<file path="src/rtl/frame_sequencer_pkg.sv">
// Shared game-display constants: VGA 640x480 timing, updater indices and the
// coordinate width, plus the update sequencer state type.
package frame_sequencer_pkg;

  localparam int COORD_W = 10;

  localparam int H_VISIBLE = 640;
  localparam int H_FRONT   = 16;
  localparam int H_SYNC    = 96;
  localparam int H_BACK    = 48;
  localparam int H_TOTAL   = H_VISIBLE + H_FRONT + H_SYNC + H_BACK;

  localparam int V_VISIBLE = 480;
  localparam int V_FRONT   = 10;
  localparam int V_SYNC    = 2;
  localparam int V_BACK    = 33;
  localparam int V_TOTAL   = V_VISIBLE + V_FRONT + V_SYNC + V_BACK;

  localparam int N_UPD      = 3;
  localparam int UPD_PADDLE = 0;
  localparam int UPD_BALL   = 1;
  localparam int UPD_BLOCK  = 2;

  typedef enum logic [1:0] {
    SEQ_IDLE,
    SEQ_REQ,
    SEQ_GAP
  } seq_state_t;

endpackage

</file>
<file path="src/rtl/frame_sequencer_vga_raster_counter.sv">
// Pixel-enable divider and raster counters with registered sync/visible decode
// and strobes marking the start of vertical blank and of a new frame.
module vga_raster_counter #(
  parameter int H_VISIBLE = frame_sequencer_pkg::H_VISIBLE,
  parameter int H_FRONT   = frame_sequencer_pkg::H_FRONT,
  parameter int H_SYNC    = frame_sequencer_pkg::H_SYNC,
  parameter int H_BACK    = frame_sequencer_pkg::H_BACK,
  parameter int V_VISIBLE = frame_sequencer_pkg::V_VISIBLE,
  parameter int V_FRONT   = frame_sequencer_pkg::V_FRONT,
  parameter int V_SYNC    = frame_sequencer_pkg::V_SYNC,
  parameter int V_BACK    = frame_sequencer_pkg::V_BACK
) (
  input  logic                                 clock,
  input  logic                                 reset,
  output logic                                 pix_en,
  output logic                                 hsync,
  output logic                                 vsync,
  output logic                                 visible,
  output logic [frame_sequencer_pkg::COORD_W-1:0] pix_x,
  output logic [frame_sequencer_pkg::COORD_W-1:0] pix_y,
  output logic                                 vblank_start,
  output logic                                 frame_start
);
  import frame_sequencer_pkg::*;

  localparam int HT       = H_VISIBLE + H_FRONT + H_SYNC + H_BACK;
  localparam int VT       = V_VISIBLE + V_FRONT + V_SYNC + V_BACK;
  localparam int HS_START = H_VISIBLE + H_FRONT;
  localparam int HS_END   = HS_START + H_SYNC - 1;
  localparam int VS_START = V_VISIBLE + V_FRONT;
  localparam int VS_END   = VS_START + V_SYNC - 1;

  logic               line_end;
  logic               last_line;
  logic [COORD_W-1:0] next_x;
  logic [COORD_W-1:0] next_y;

  always_comb begin
    line_end  = (pix_x == COORD_W'(HT - 1));
    last_line = (pix_y == COORD_W'(VT - 1));
    next_x    = line_end ? '0 : pix_x + COORD_W'(1);
    next_y    = pix_y;
    if (line_end) next_y = last_line ? '0 : pix_y + COORD_W'(1);
  end

  assign vblank_start = pix_en && line_end && (pix_y == COORD_W'(V_VISIBLE - 1));
  assign frame_start  = pix_en && line_end && last_line;

  // Decode from the next position so sync/visible land on the same edge as the counters.
  always_ff @(posedge clock) begin
    if (reset) begin
      pix_en  <= 1'b0;
      pix_x   <= '0;
      pix_y   <= '0;
      hsync   <= 1'b1;
      vsync   <= 1'b1;
      visible <= 1'b0;
    end else begin
      pix_en <= ~pix_en;
      if (pix_en) begin
        pix_x   <= next_x;
        pix_y   <= next_y;
        hsync   <= !((next_x >= COORD_W'(HS_START)) && (next_x <= COORD_W'(HS_END)));
        vsync   <= !((next_y >= COORD_W'(VS_START)) && (next_y <= COORD_W'(VS_END)));
        visible <= (next_x < COORD_W'(H_VISIBLE)) && (next_y < COORD_W'(V_VISIBLE));
      end
    end
  end

endmodule

</file>
<file path="src/rtl/frame_sequencer.sv">
// Display timing master: raster generation, frame counting and a vblank-time
// scheduler that runs the game-state updaters one at a time.
module frame_sequencer #(
  parameter int H_VISIBLE = frame_sequencer_pkg::H_VISIBLE,
  parameter int H_FRONT   = frame_sequencer_pkg::H_FRONT,
  parameter int H_SYNC    = frame_sequencer_pkg::H_SYNC,
  parameter int H_BACK    = frame_sequencer_pkg::H_BACK,
  parameter int V_VISIBLE = frame_sequencer_pkg::V_VISIBLE,
  parameter int V_FRONT   = frame_sequencer_pkg::V_FRONT,
  parameter int V_SYNC    = frame_sequencer_pkg::V_SYNC,
  parameter int V_BACK    = frame_sequencer_pkg::V_BACK,
  parameter int N_UPD     = frame_sequencer_pkg::N_UPD
) (
  input  logic                                    clock,
  input  logic                                    reset,
  output logic                                    pix_en,
  output logic                                    hsync,
  output logic                                    vsync,
  output logic                                    visible,
  output logic [frame_sequencer_pkg::COORD_W-1:0] pix_x,
  output logic [frame_sequencer_pkg::COORD_W-1:0] pix_y,
  output logic [N_UPD-1:0]                        upd_req,
  input  logic [N_UPD-1:0]                        upd_done,
  output logic [15:0]                             frame_cnt,
  output logic                                    overrun
);
  import frame_sequencer_pkg::*;

  localparam int IDX_W = (N_UPD > 1) ? $clog2(N_UPD) : 1;
  localparam logic [IDX_W-1:0] LAST_IDX = IDX_W'(N_UPD - 1);

  logic             vblank_start;
  logic             frame_start;
  seq_state_t       state;
  seq_state_t       state_next;
  logic [IDX_W-1:0] idx;
  logic [IDX_W-1:0] idx_next;
  logic             done_now;
  logic             abort;

  vga_raster_counter #(
    .H_VISIBLE(H_VISIBLE), .H_FRONT(H_FRONT), .H_SYNC(H_SYNC), .H_BACK(H_BACK),
    .V_VISIBLE(V_VISIBLE), .V_FRONT(V_FRONT), .V_SYNC(V_SYNC), .V_BACK(V_BACK)
  ) u_raster (
    .clock        (clock),
    .reset        (reset),
    .pix_en       (pix_en),
    .hsync        (hsync),
    .vsync        (vsync),
    .visible      (visible),
    .pix_x        (pix_x),
    .pix_y        (pix_y),
    .vblank_start (vblank_start),
    .frame_start  (frame_start)
  );

  always_ff @(posedge clock) begin
    if (reset) begin
      state     <= SEQ_IDLE;
      idx       <= '0;
      frame_cnt <= '0;
      overrun   <= 1'b0;
    end else begin
      state   <= state_next;
      idx     <= idx_next;
      overrun <= abort;
      if (vblank_start) frame_cnt <= frame_cnt + 16'd1;
    end
  end

  // Only the currently requested client's done bit is ever looked at.
  always_comb begin
    state_next = state;
    idx_next   = idx;
    abort      = 1'b0;
    upd_req    = '0;
    done_now   = 1'b0;
    for (int i = 0; i < N_UPD; i++) begin
      if (idx == IDX_W'(i)) done_now = upd_done[i];
    end
    case (state)
      SEQ_IDLE: begin
        if (vblank_start) begin
          state_next = SEQ_REQ;
          idx_next   = IDX_W'(UPD_PADDLE);
        end
      end
      SEQ_REQ: begin
        for (int i = 0; i < N_UPD; i++) begin
          if (idx == IDX_W'(i)) upd_req[i] = 1'b1;
        end
        if (done_now) state_next = SEQ_GAP;
      end
      SEQ_GAP: begin
        if (idx == LAST_IDX) begin
          state_next = SEQ_IDLE;
        end else begin
          idx_next   = idx + IDX_W'(1);
          state_next = SEQ_REQ;
        end
      end
      default: state_next = SEQ_IDLE;
    endcase
    // A last client finishing on the frame-start clock still counts as complete.
    if (frame_start && (state != SEQ_IDLE) &&
        !((state == SEQ_REQ) && (idx == LAST_IDX) && done_now)) begin
      abort      = 1'b1;
      state_next = SEQ_IDLE;
    end
  end

endmodule

</file>
<file path="config.mk">
export PLATFORM = sky130hd
export DESIGN_NAME = frame_sequencer
export DESIGN_NICKNAME = d
export VERILOG_FILES = /design/src/rtl/frame_sequencer_pkg.sv /design/src/rtl/frame_sequencer_vga_raster_counter.sv /design/src/rtl/frame_sequencer.sv
export SDC_FILE = /design/constraint.sdc
export NUM_CORES = 1
export LEC_CHECK = 0
export BUFFER_PORTS_ARGS = -buffer_cell sky130_fd_sc_hd__buf_2
export CORE_AREA = 8 8 82 84
export CTS_CLUSTER_SIZE = 25
export DETAILED_ROUTE_END_ITERATION = 10
export DIE_AREA = 0 0 90 92
export GPL_ROUTABILITY_DRIVEN = 1
export PLACE_DENSITY = 0.8
export SETUP_SLACK_MARGIN = 0.05
export SYNTH_ARGS = -nofsm -noshare
export SYNTH_HDL_FRONTEND = slang
export SYNTH_HIERARCHICAL = 1
export SYNTH_SLANG_ARGS = --single-unit
</file>
<file path="constraint.sdc">
create_clock -name clock -period 3.4 [get_ports clock]
set_input_delay 0.85 -clock clock [delete_from_list [all_inputs] [get_ports clock]]
set_output_delay 0.85 -clock clock [all_outputs]
set_load 0.005 [all_outputs]
</file>
# --- Word level (Yosys, flattened, before mapping) ---
# Cells that the tools add are included.
word_totals:
  register_bits: 45
  inputBits: 5
  output_inout_bits: 44
  word_cells: 69
classes:
  addsub: 4
  magnitude_cmp: 6
  eq_ne: 10
  muxes: 18
  bitwise: 1
  n_reduce_logical: 20
ops:
  columns: ["op", "count"]
  rows:
  - ["2-to-1 mux 10 bit", 3]
  - ["adder 10 x 1 -> 10 bit, second input constant", 2]
  - ["equality test 10 bit, second input constant", 2]
  - ["adder 16 x 1 -> 16 bit, second input constant", 1]
  - ["equality test 10 x 9 -> 1 bit, second input constant", 1]
  - ["greater-or-equal comparator 10 bit, second input constant", 1]
  - ["greater-or-equal comparator 10 x 9 -> 1 bit, second input constant", 1]
  - ["<= comparator 10 bit, second input constant", 1]
  - ["<= comparator 10 x 9 -> 1 bit, second input constant", 1]
  - ["logical AND 1 bit", 10]
  - ["less-than comparator 10 bit, second input constant", 1]
  - ["less-than comparator 10 x 9 -> 1 bit, second input constant", 1]
  - ["2-to-1 mux 1 bit", 8]
  - ["2-to-1 mux 2 bit", 4]
  - ["case mux 2 bit (3 select lines)", 1]
  - ["equality test 2 x 1 -> 1 bit, second input constant", 2]
  - ["equality test 2 bit, second input constant", 2]
  - ["zero test 2 bit", 2]
  - ["!= test 2 bit, second input constant", 2]
  - ["case mux 2 bit (2 select lines)", 1]
  - ["nonzero test 2 bit", 2]
  - ["zero test 1 bit", 3]
  - ["2-to-1 mux 3 bit", 1]
  - ["AND reduction 3 bit", 1]
  - ["other kinds (5)", 5]

# --- Longest topological paths before layout ---
# Gate-level depths: netlist of run 1.
logic_depth:
  ltp_word: 8
  depth_mapped: 9
  mapped_depth_nobuf: 8

# --- Modules after synthesis ---
# Netlist of run 1, hierarchy kept.
by_module_without_submodules:
  columns: ["mod", "instances", "cells_per_inst", "area_per_inst_um2", "seq_area_each_um2"]
  rows:
  - ["vga_raster_counter", 1, 198, 1579.0, 480.5]
  - ["frame_sequencer", 1, 124, 1084.8, 420.4]

# --- Worst setup path before layout of run 1 ---
# No wires, ideal clock.
synth_path:
  path_kind: "reg-to-reg"
  start: "register u_raster/pix_x[0] in the netlist's numbering"
  end: "register frame_cnt[13]"
  setup_time_ns: 0.121
  arrival_ns: 2.664
  required_time_ns: 3.279
  setup_slack_ns: 0.616
  path_stages_with_launch: 9
  n_path_buf: 1
  period_less_slack_ns: 2.784
  cell_sequence: "dfxtp_1 ha_1 nand4_1 nor4_4 and4_2 buf_4 nand4_2 nor4_1 mux2_2"
synth_between:
  elab_chain_len: 3
synth_rtl:
  columns: ["item", "line_no", "rtl"]
  rows:
  - ["from (decl)", "frame_sequencer_vga_raster_counter.sv:19", "output logic [frame_sequencer_pkg::COORD_W-1:0] pix_x,"]
  - ["from (signal assigned)", "frame_sequencer_vga_raster_counter.sv:61", "pix_x <= next_x;"]
  - ["equality test 10 bit", "frame_sequencer_vga_raster_counter.sv:39", "line_end = (pix_x == COORD_W'(HT - 1));"]
  - ["logical AND 1 bit (2 in series)", "frame_sequencer_vga_raster_counter.sv:46", "assign vblank_start = pix_en && line_end && (pix_y == COORD_W'(V_VISIBLE - 1));"]
  - ["net vblank_start", "frame_sequencer.sv:32", "logic vblank_start;"]
  - ["to (signal assigned)", "frame_sequencer.sv:67", "if (vblank_start) frame_cnt <= frame_cnt + 16'd1;"]
  - ["to (decl)", "frame_sequencer.sv:24", "output logic [15:0] frame_cnt,"]
# The timed path passes the listed nets, and every way through them passes these cells.
# A chain may end at the register's enable or synchronous reset.

# --- Worst setup path in the final report of run 1 ---
layout_path:
  start: "register u_raster/pix_x[0] in the netlist's numbering"
  end: "register frame_cnt[15]"
# Same word-level chain as after synthesis.

==> metrics.md, run 1 <==
| Metric | Value |
|---|---|
| Slew HR | 0.423 |
| IO Pins | 49 |
| Number of synthesized register bits | 45 |
| Most common cell in the netlist | dfxtp_1 |
| Grt total ovfl | 0 |
| CP endpoint kind | flip-flop |
| Ys async rst share | 0 |
| Crit path DAT | 3.01 ns |
| MaxCap Viol Count | 0 |
| Final slew viol count | 0 |
| Die H | 92 µm |
| Post-synthesis xor/xnor area fraction | 0.0460 |
| Crit-path max cell delay | 0.46 ns |
| Status | finished clean |
| Mapped Nets | 335 |
| Critical path class | flip-flop to flip-flop |
| Sequential area share after synthesis | 0.338 |
| Tmin final | 2.81 ns |
| Share of cells above drive strength 1 | 0.217 |
| # nets final | 372 |
| Setup_tns | 0 ns |
| Final Non-Filler Cells | 432 |
| Number of global-route vias before repair | 2,240 |
| Ant. Diodes | 0 |
| Compound-Gate Fraction of Synth Area | 0.159 |
| Final worst-path cycle share | 0.828 |
| Most frequent cells after synthesis | dfxtp_1 (45), nor2_1 (36), nand2_1 (22) |
| Synth top area share | 0.338 |
| DRT iter0 DRCs | 171 |
| Count of cell types in the netlist | 61 |
| H-tree Lvls | 2 |
| Top_reg_cell synth | dfxtp_1 |
| Port bufs | 48 |
| Worst IR drop on VDD | 166 µV |
| Register area | 901 µm² |
| Maximum clock rate | 355 MHz |
| Post-CTS Hold Buffers | 0 |
| Synthesis-to-layout area growth | 12.1% |
| CP startpoint kind | flip-flop |
| Ordered list of cells on the worst path | ha_1 > nand4_1 > nor4_4 > and4_2 > nand4_2 > nor4_1 > mux2_2 |
| Vias | 2,438 |
| Syn Inst Count | 322 |
| Synthesized area per cell | 8.27 µm² |
| Critical Path Fanout Max | 9 |
| GP Congestion | 0.852 |
| Pwr dens | 315 nW/µm² |
| FF-to-FF setup slack | 0.59 ns |
| Drt via density | 5.64 |
| Maximum root-to-sink buffer count | 2 |
| Initial antenna violation count | 0 |
| Row Count | 27 |
| Core Region | 5410 µm² |
| Synth Area in Simple Gates | 0.326 |
| CTS tree | yes |
| Die area | 8280 µm² |
| Multi-input logic area | 1610 µm² |
| Syn. warnings | 6 |
| DP Cell Count | 424 |
| First-pass GRT wire length | 10.5 mm |
| Post-synthesis cell area | 2660 µm² |
| Worst hold path type | flip-flop to flip-flop |
| Die span in x | 90 µm |
| Average wire per standard cell | 14.5 µm |
| Clk slew on worst S/H paths | 0.09 ns |
| Combinational family with the most area after synthesis | simple AND/OR/NAND/NOR gates |
| CTS root buf | clkbuf_8 |
| Mux cell area share after synthesis | 0.0366 |
| Synth area leader | dfxtp_1 |
| Inserted Clock Buffers | 5 |
| Largest net degree at the start of global routing | 52 |
| CTS Sinks | 45 |
| CP max-delay cell | dfxtp_1 |
| Clk_lat worst skew | 0.30 ns |
| Post-route clock skew | 0.00772 ns |
| EDFF count, synth | 0 |
| Data required, critical path | 3.60 ns |
| HPWL after DPL | 4.44 mm |
| # setup viols final | 0 |
| Area share of fa/ha/maj cells after synthesis | 0.0376 |
| Tot GR Track Use | 0.148 |
| RSZ-0062 raised after global routing | no |
| Pre-Repair DR Iteration Count | 7 |
| Antenna-violating nets left | 0 |
| Cts repair resizes | 0 |
| Final hold viol count | 0 |
| Postcts setup bufs | 0 |
| Worst Tran Pin Value | 0.866 ns |
| Final-layout fill cell count | 510 |
| WL final | 6.26 mm |
| Initial core utilization | 0.493 |
| DRC | 0 |
| Area contributors post-synth | dfxtp_1 (34%), nor2_1 (5.1%), ha_1 (3.8%), nand4_1 (3.3%), nand2_1 (3.1%) |
| Leak pwr | 0.00117 µW |
[state kept, by name (all words and copies together) (netlist names)]
signal / cells
u_raster/hsync: 1
u_raster/pix_y: 10
idx: 2
state: 2
u_raster/pix_en: 1
overrun: 1
frame_cnt: 16
u_raster/vsync: 1
u_raster/pix_x: 10
u_raster/visible: 1
[layout make-up]
class / count / share of cell area
Multi-Input combinational cell: 247 / 0.540
Inverter: 10 / 0.0126
Clock buffer: 5 / 0.0230
Tap cell: 72 / 0.0302
Sequential cell: 45 / 0.302
Clock inverter: 3 / 0.00712
Timing Repair Buffer: 50 / 0.0855
[placed cells by master, fill, tap and decap left out, types with 3 or more instances in the layout]
cell       n
nand2_1   22
nand4_1   14
mux2_2     6
xnor2_1    5
nand2b_1   4
clkbuf_8   5
nor2b_1   12
nand3_1   15
mux2i_1    3
nor2_1    36
buf_2     48
xor2_1     9
nor4_1     7
or4_1      3
a31oi_1    5
o21ai_0   16
a21oi_1   16
nand4_2    3
inv_1     10
dfxtp_1   45
and2_1     5
ha_1       8
a211oi_1   5
nor3b_1    3
or3_1      5
nor3_1     6
[per-stage QoR]
stage	utilization	hold WS [ns]	total power [µW]	area [µm²]	worst slack (ns)
2_1_floorplan	-	0.474	588	2660	0.616
3_3_place_gp	0.536	0.491	606	2900	0.670
3_5_place_dp	0.536	0.505	607	2900	0.586
4_1_cts	0.553	0.523	949	2990	0.583
5_1_grt	0.553	0.552	980	2990	0.349
6_report	0.553	0.519	939	2990	0.585
[cell families after synthesis]
family | Yosys count
xor+xnor | 14
buf+inv | 30
flops | 45
fa+ha+maj | 8
simple gates | 151
mux | 9
compound gates | 65
[worst paths after layout]
| kind | end | cells after the start | startpoint |
|---|---|---|---|
| hold reg to reg | u_raster/visible$_SDFFE_PP0P_ | 1 | u_raster/visible$_SDFFE_PP0P_ |
| setup reg to reg | frame_cnt[15]$_SDFFE_PP0P_ | 7 | u_raster/pix_x[0]$_SDFFE_PP0P_ |
| hold / removal | u_raster/visible$_SDFFE_PP0P_ | 1 | u_raster/visible$_SDFFE_PP0P_ |
| setup / recovery | frame_cnt[15]$_SDFFE_PP0P_ | 7 | u_raster/pix_x[0]$_SDFFE_PP0P_ |
[layer usage]
layer  routed length, µm  GRT usage  vias up  part of all wire
met4                 101     0.0555        0             0.016
met3                 392     0.0383        8             0.063
met2                2990      0.248       77              0.48
met5                   0          0        -                 0
met1                2780      0.177     1121              0.44
li1                    -          -     1232                 -
[critical path: cells and delay by family, from the launching register on]
kind	cells	cell delay [ns]
flip-flops	1	0.46
AND/OR/NAND/NOR	5	1.59
adder cells (fa/ha/maj)	1	0.29
multiplexers	1	0.37
[power breakdown]
group / internal (µW) / total, µW / switching [µW]
clock network: 146 / 345 / 199
registers: 533 / 541 / 8.92
logic: 18.5 / 53.3 / 34.8
Note: power is estimated with default switching activity, not from simulation.
==> run 2: changes to the inputs <==
- ABC_AREA: unset -> 1
- PLACE_DENSITY: 0.8 -> 0.82
- clock period: 3.4 -> 2.4 ns (I/O delays scaled with it)
==> metrics.md, run 2 <==
| Metric | Value |
|---|---|
| Synthesis-to-layout area growth | 17.0% |
| Mapped Nets | 415 (+24%) |
| Combinational family with the most area after synthesis | simple AND/OR/NAND/NOR gates |
| Combinational share of power | 0.043 (-0.014) |
| DRC | 0 (unchanged) |
| IO Pins | 49 (unchanged) |
| CTS root buf | clkbuf_8 |
| Leak pwr | 0.00147 µW (+25%) |
| Tot GR Track Use | 0.156 (+0.00817) |
| Seq pwr share | 0.542 (-0.034) |
| Count of cell types in the netlist | 34 (-44%) |
| Worst IR drop on VDD | 314 µV (+90%) |
| Final worst-path cycle share | 0.884 (+0.0557) |
| Internal | 1090 µW (+56%) |
| H-tree Lvls | 2 (unchanged) |
| Setup_tns | 0 ns (unchanged) |
| Ant. Diodes | 0 (unchanged) |
| Clk pwr share | 0.415 (+0.048) |
| Share of cells above drive strength 1 | 0.191 (-0.0255) |
| Tmin final | 2.12 ns (-0.694 ns) |
| Port bufs | 48 (unchanged) |
| Status | finished clean |
| FF-to-FF Start | u_raster/pix_x[0]$_SDFFE_PP0P_ |
| Most frequent cells after synthesis | nand2_1 (88), inv_1 (68), nor2_1 (55) |
| Mux cell area share after synthesis | 0 (-0.0366) |
| Crit path DAT | 2.32 ns (-0.69 ns) |
| Core Region | 5410 µm² (unchanged) |
| Post-route clock skew | 0.00687 ns (-0.000845 ns) |
| CP startpoint kind | flip-flop |
| Postcts setup bufs | 0 (unchanged) |
| Multi-input logic area | 1440 µm² (-11%) |
| HPWL after DPL | 4.99 mm (+12%) |
| Cts repair resizes | 0 (unchanged) |
| R2R Path End | frame_cnt[10]$_SDFFE_PP0P_ |
| Vias | 2,693 (+10%) |
| CP max-delay cell | dfxtp_1 |
| FF-to-FF setup slack | 0.28 ns (-0.31 ns) |
| Synthesized area per cell | 6.55 µm² (-21%) |
| DP Cell Count | 519 (+22%) |
| CP endpoint kind | flip-flop |
| Syn. warnings | 6 (unchanged) |
| DRT iter0 DRCs | 201 (+18%) |
| Synth Area in Simple Gates | 0.371 (+0.0453) |
| Inserted Clock Buffers | 5 (unchanged) |
| Initial antenna violation count | 0 (unchanged) |
| # setup viols final | 0 (unchanged) |
| Regs by FF count | frame_cnt: 16 flops, u_raster/pix_x: 10 flops, u_raster/pix_y: 10 flops |
| Critical path class | flip-flop to flip-flop |
| Final hold viol count | 0 (unchanged) |
| Commonest non-fill, non-tap cell in the layout | nand2_1 |
| Ys async rst share | 0 (unchanged) |
| Worst hold path type | flip-flop to flip-flop |
| Critical Path Fanout Max | 8 (-1) |
| Slew HR | 0.544 (+0.121) |
| Worst Hold Launch | u_raster/vsync$_SDFFE_PP1P_ |
| Top_reg_cell synth | dfxtp_1 |
| Number of synthesized register bits | 45 (unchanged) |
| Die span in x | 90 µm (unchanged) |
| Reg with most FFs | frame_cnt |
| Die area | 8280 µm² (unchanged) |
| Most common cell in the netlist | nand2_1 |
| Drt via density | 5.11 (-9.5%) |
| RSZ-0062 raised after global routing | no |
| R2R depth | 12 (+5) |
| Crit-path max cell delay | 0.44 ns (-0.02 ns) |
| Area share of fa/ha/maj cells after synthesis | 0.0380 (+0.000410) |
| WL final | 6.58 mm (+5.1%) |
| EDFF count, synth | 0 (unchanged) |
| Grt total ovfl | 0 (unchanged) |
| MaxCap Viol Count | 0 (unchanged) |
| Antenna-violating nets left | 0 (unchanged) |
| CTS tree | yes |
| Pwr dens | 456 nW/µm² (+45%) |
| Max reg flops | 16 (unchanged) |
| Maximum root-to-sink buffer count | 2 (unchanged) |
| Most frequent cells in the layout | nand2_1 (88), inv_1 (68), nor2_1 (54) |
| Average wire per standard cell | 12.5 µm (-14%) |
| Largest net degree at the start of global routing | 22 (-58%) |
| P_sw | 320 µW (+32%) |
| Sequential area share after synthesis | 0.342 (+0.00369) |
| Final Non-Filler Cells | 527 (+22%) |
| GP Congestion | 0.903 (+6.0%) |
| Register area | 901 µm² (unchanged) |
| Post-synthesis xor/xnor area fraction | 0.0133 (-0.0327) |
| Post-synthesis cell area | 2640 µm² (-1.1%) |
| Synth area leader | dfxtp_1 |
| Worst Tran Pin Value | 0.684 ns (-0.182 ns) |
| Clk slew on worst S/H paths | 0.09 ns (about the same) |
| Switching share of power | 0.228 (-0.0303) |
| Syn Inst Count | 402 (+25%) |
| First-pass GRT wire length | 11.0 mm (+4.7%) |
| Area contributors post-synth | dfxtp_1 (34%), nand2_1 (13%), inv_1 (9.7%), nor2_1 (7.8%), nand3_1 (4.4%) |
| Pre-Repair DR Iteration Count | 5 (-2) |
| Compound-Gate Fraction of Synth Area | 0.119 (-0.0400) |
| Post-CTS Hold Buffers | 0 (unchanged) |
| Clk_lat worst skew | 0.30 ns (about the same) |
| Die H | 92 µm (unchanged) |
| Initial core utilization | 0.487 (-0.00532) |
| Hold EP | u_raster/vsync$_SDFFE_PP1P_ |
| Final-layout fill cell count | 507 (-0.59%) |
| Number of global-route vias before repair | 2,431 (+8.5%) |
| # nets final | 467 (+26%) |
| Maximum clock rate | 472 MHz (+33%) |
| Ordered list of cells on the worst path | ha_1 > nand2_2 > nor2_8 > nand2_4 > nor2_4 > nand2_2 > nor2_4 > nand2_2 > nor2_4 > nand2_4 > nor3_1 > nor2_1 |
| Synth top area share | 0.342 (+0.00369) |
| Hold path depth | 2 (+1) |
| Data required, critical path | 2.60 ns (-1.00 ns) |
| Final slew viol count | 0 (unchanged) |
| Row Count | 27 (unchanged) |
| CTS Sinks | 45 (unchanged) |
==> run 2: changes by cell type after synthesis, sizes merged, moves of 12 or more <==
cell | before | now
buf | 13 | 1
inv | 10 | 74
nand2 | 23 | 95
nand3 | 15 | 28
nor2 | 36 | 62
nor2b | 12 | 0
o22ai | 1 | 13
==> run 2: critical path: cells and delay by family (launching register included) <==
family | cells | cell delay (ns)
flops | 1 | 0.44
simple gates | 11 | 1.35
fa+ha+maj | 1 | 0.23
==> run 2: logic make-up (layout without fill, tap and decap cells) <==
group | Yosys count | count (layout)
flip-flops | 45 | 45
AO/OA/AOI/OAI | 55 | 55
adder cells (fa/ha/maj) | 8 | 8
buffers and inverters | 81 | 134
XOR/XNOR | 4 | 4
AND/OR/NAND/NOR | 209 | 209
==> run 2: routing by layer <==
metal  GRT usage  share of wire
met1       0.198           0.47
met2       0.247           0.44
met3      0.0456          0.077
met4      0.0513          0.016
met5           0              0
==> run 2: power by group through the flow <==
stage | Clock (µW) | Combinational [µW] | Sequential [µW]
3_3_place_gp | 0 | 58.3 | 779
3_5_place_dp | 0 | 58.8 | 779
6_report | 583 | 60.5 | 762
4_1_cts | 594 | 59.8 | 762
5_1_grt | 620 | 66.5 | 763
2_1_floorplan | 0 | 37.2 | 778
==> run 2: final cells by class <==
type | count | area share
Clock buffer | 6 | 0.0235
Sequential cell | 45 | 0.292
Multi-Input combinational cell | 276 | 0.466
Timing Repair Buffer | 51 | 0.0852
Tap cell | 72 | 0.0292
Inverter | 75 | 0.0917
Clock inverter | 2 | 0.0126
==> run 2: metrics by stage <==
stage	hold slack (ns)	power [µW]	utilization	setup WS, ns	area (µm²)
final	0.488	1400	0.570	0.279	3080
after global routing	0.524	1450	0.570	0.0701	3080
after CTS	0.491	1420	0.569	0.0572	3080
after detailed placement	0.479	838	0.548	0.0755	2960
after global placement	0.460	837	0.548	0.229	2960
after floorplan	0.446	815	-	0.342	2640
==> run 2: worst max path at each step <==
| stage | from | slack [ns] | to | cells past startpoint |
|---|---|---|---|---|
| after floorplan | u_raster/pix_x[0]$_SDFFE_PP0P_ | 0.34 | frame_cnt[12]$_SDFFE_PP0P_ | 14 |
| after global placement | u_raster/pix_x[0]$_SDFFE_PP0P_ | 0.23 | frame_cnt[12]$_SDFFE_PP0P_ | 14 |
| after detailed placement | u_raster/pix_x[0]$_SDFFE_PP0P_ | 0.08 | frame_cnt[10]$_SDFFE_PP0P_ | 12 |
| after CTS | u_raster/pix_x[0]$_SDFFE_PP0P_ | 0.06 | frame_cnt[10]$_SDFFE_PP0P_ | 13 |
| after global routing | u_raster/pix_x[0]$_SDFFE_PP0P_ | 0.07 | frame_cnt[14]$_SDFFE_PP0P_ | 13 |
| final | u_raster/pix_x[0]$_SDFFE_PP0P_ | 0.28 | frame_cnt[10]$_SDFFE_PP0P_ | 12 |
==> run 3: changes to the inputs <==
- REMOVE_ABC_BUFFERS: unset -> 1
==> metrics.md, run 3 (synthesis gave the netlist of run 2 again) <==
| Metric | Value |
|---|---|
| Critical path class | flip-flop to flip-flop |
| CP startpoint kind | flip-flop |
| Slew HR | 0.544 (about the same) |
| Maximum clock rate | 461 MHz (-2.1%) |
| Clk_lat worst skew | 0.31 ns (about the same) |
| CTS root buf | clkbuf_8 |
| Maximum root-to-sink buffer count | 2 (unchanged) |
| Reg with most FFs | frame_cnt |
| Pwr dens | 454 nW/µm² (-0.28%) |
| Most frequent cells in the layout | nand2_1 (88), inv_1 (68), nor2_1 (54) |
| Drt via density | 5.19 (+1.6%) |
| Final Non-Filler Cells | 527 (unchanged) |
| Critical path's top delay family | simple AND/OR/NAND/NOR gates |
| Utilization after layout | 0.570 (unchanged) |
| CTS tree | yes |
| Commonest non-fill, non-tap cell in the layout | nand2_1 |
| Status | finished clean |
| DRC | 0 (unchanged) |
| Post-route clock skew | 0.00852 ns (+0.00165 ns) |
| Switching share of power | 0.226 (-0.00201) |
| Initial antenna violation count | 0 (unchanged) |
| IO Pins | 49 (unchanged) |
| H-tree Lvls | 2 (unchanged) |
| Worst IR drop on VDD | 298 µV (-5.2%) |
| Initial core utilization | 0.487 (unchanged) |
| Critical Path Fanout Max | 8 (unchanged) |
| P_sw | 316 µW (-1.2%) |
| Share of cells above drive strength 1 | 0.191 (unchanged) |
| Tmin final | 2.17 ns (+0.0465 ns) |
| Leak pwr | 0.00147 µW (unchanged) |
| Port bufs | 48 (unchanged) |
| First-pass GRT wire length | 11.6 mm (+5.3%) |
| Antenna-violating nets left | 0 (unchanged) |
| Grt total ovfl | 0 (unchanged) |
| # nets final | 467 (unchanged) |
| Ordered list of cells on the worst path | ha_1 > nand2_2 > nor2_8 > nand2_4 > nor2_4 > nand2_2 > nor2_4 > nand2_2 > nor2_4 > nand2_4 > inv_2 > nand2_1 > nand2_1 > inv_1 > nor2_1 |
| Synthesis-to-layout area growth | 17.0% (unchanged) |
| Number of global-route vias before repair | 2,536 (+4.3%) |
| Die area | 8280 µm² (unchanged) |
| # setup viols final | 0 (unchanged) |
| Core Region | 5410 µm² (unchanged) |
| Worst hold path type | flip-flop to flip-flop |
| Final hold viol count | 0 (unchanged) |
| Regs by FF count | frame_cnt: 16 flops, u_raster/pix_x: 10 flops, u_raster/pix_y: 10 flops |
| RSZ-0062 raised after global routing | no |
| Postcts setup bufs | 0 (unchanged) |
| Inserted Clock Buffers | 5 (unchanged) |
| CP max-delay cell | dfxtp_1 |
| Internal | 1080 µW (about the same) |
| Max reg flops | 16 (unchanged) |
| Row Count | 27 (unchanged) |
| Final slew viol count | 0 (unchanged) |
| Ant. Diodes | 0 (unchanged) |
| Combinational share of power | 0.043 (about the same) |
| Final worst-path cycle share | 0.903 (+0.0194) |
| Seq pwr share | 0.544 (+0.002) |
| WL final | 6.82 mm (+3.7%) |
| DRT iter0 DRCs | 208 (+3.5%) |
| Die span in x | 90 µm (unchanged) |
| HPWL after DPL | 5.16 mm (+3.4%) |
| DP Cell Count | 519 (unchanged) |
| Clk pwr share | 0.414 (about the same) |
| FF-to-FF setup slack | 0.23 ns (-0.05 ns) |
| MaxCap Viol Count | 0 (unchanged) |
| WP buf/inv | 2 (+2) |
| Tot GR Track Use | 0.165 (+0.00885) |
| Clk slew on worst S/H paths | 0.09 ns (about the same) |
| GP Congestion | 0.944 (+4.5%) |
| Die H | 92 µm (unchanged) |
| CP endpoint kind | flip-flop |
| Average wire per standard cell | 12.9 µm (+3.7%) |
| Post-CTS Hold Buffers | 0 (unchanged) |
| Crit path DAT | 2.42 ns (+0.10 ns) |
| Crit-path max cell delay | 0.44 ns (about the same) |
| Vias | 2,736 (+1.6%) |
| Pre-Repair DR Iteration Count | 5 (unchanged) |
| Largest net degree at the start of global routing | 22 (unchanged) |
| Data required, critical path | 2.65 ns (+0.05 ns) |
| Worst Tran Pin Value | 0.684 ns (-0.000107 ns) |
| Setup_tns | 0 ns (unchanged) |
| CTS Sinks | 45 (unchanged) |
## run 3: layer usage
metal	routed length [µm]	track usage	share of wire	vias up
met5	0	0	0	-
met4	156	0.0652	0.023	0
met3	479	0.0505	0.070	19
met1	3080	0.199	0.45	1235
met2	3100	0.269	0.45	92
li1	-	-	-	1390
## run 3: final cells by class
| type | instances | area [µm²] |
|---|---|---|
| clock buffer | 6 | 72.6 |
| clock inverter | 2 | 38.8 |
| fill | 526 | 2320 |
| inverter | 75 | 283 |
| multi-input combinational | 276 | 1440 |
| sequential | 45 | 901 |
| tap | 72 | 90.1 |
| timing repair buffer | 51 | 263 |
## run 3: power groups by stage
stage / sequential, µW / clock [µW] / combinational [µW]
2_1_floorplan: 778 / 0 / 33.0
3_3_place_gp: 778 / 0 / 58.4
3_5_place_dp: 779 / 0 / 59.7
4_1_cts: 761 / 599 / 59.9
5_1_grt: 763 / 627 / 65.5
6_report: 761 / 579 / 60.0
## run 3: final timing paths
kind | depth (start not counted) | endpoint | start
max | 15 | frame_cnt[12]$_SDFFE_PP0P_ | u_raster/pix_x[0]$_SDFFE_PP0P_
min | 2 | u_raster/visible$_SDFFE_PP0P_ | u_raster/visible$_SDFFE_PP0P_
max reg2reg | 15 | frame_cnt[12]$_SDFFE_PP0P_ | u_raster/pix_x[0]$_SDFFE_PP0P_
min reg2reg | 2 | u_raster/visible$_SDFFE_PP0P_ | u_raster/visible$_SDFFE_PP0P_
## run 3: timing repair
| action | CTS | global route |
|---|---|---|
| gates resized for setup | 1 | 1 |
| endpoints found under the setup margin | 1 | 6 |
| pin swaps | 0 | 0 |
## run 3: per-stage QoR
| stage | instance area [µm²] | setup WS (ns) | hold WS, ns | power, µW |
|---|---|---|---|---|
| after CTS | 3080 | 0.164 | 0.455 | 1420 |
| after floorplan | 2610 | 0.343 | 0.446 | 811 |
| after detailed placement | 2960 | 0.0651 | 0.438 | 839 |
| final | 3080 | 0.233 | 0.451 | 1400 |
| after global placement | 2960 | 0.241 | 0.435 | 836 |
| after global routing | 3080 | 0.0526 | 0.470 | 1460 |
## run 3: worst register-to-register path, delay by kind of cell, from the launching register on
family,cells,cell delay [ns]
buffers and inverters,2,0.10
DFF,1,0.44
and+or+nand+nor,12,1.31
adders and majority gates,1,0.24
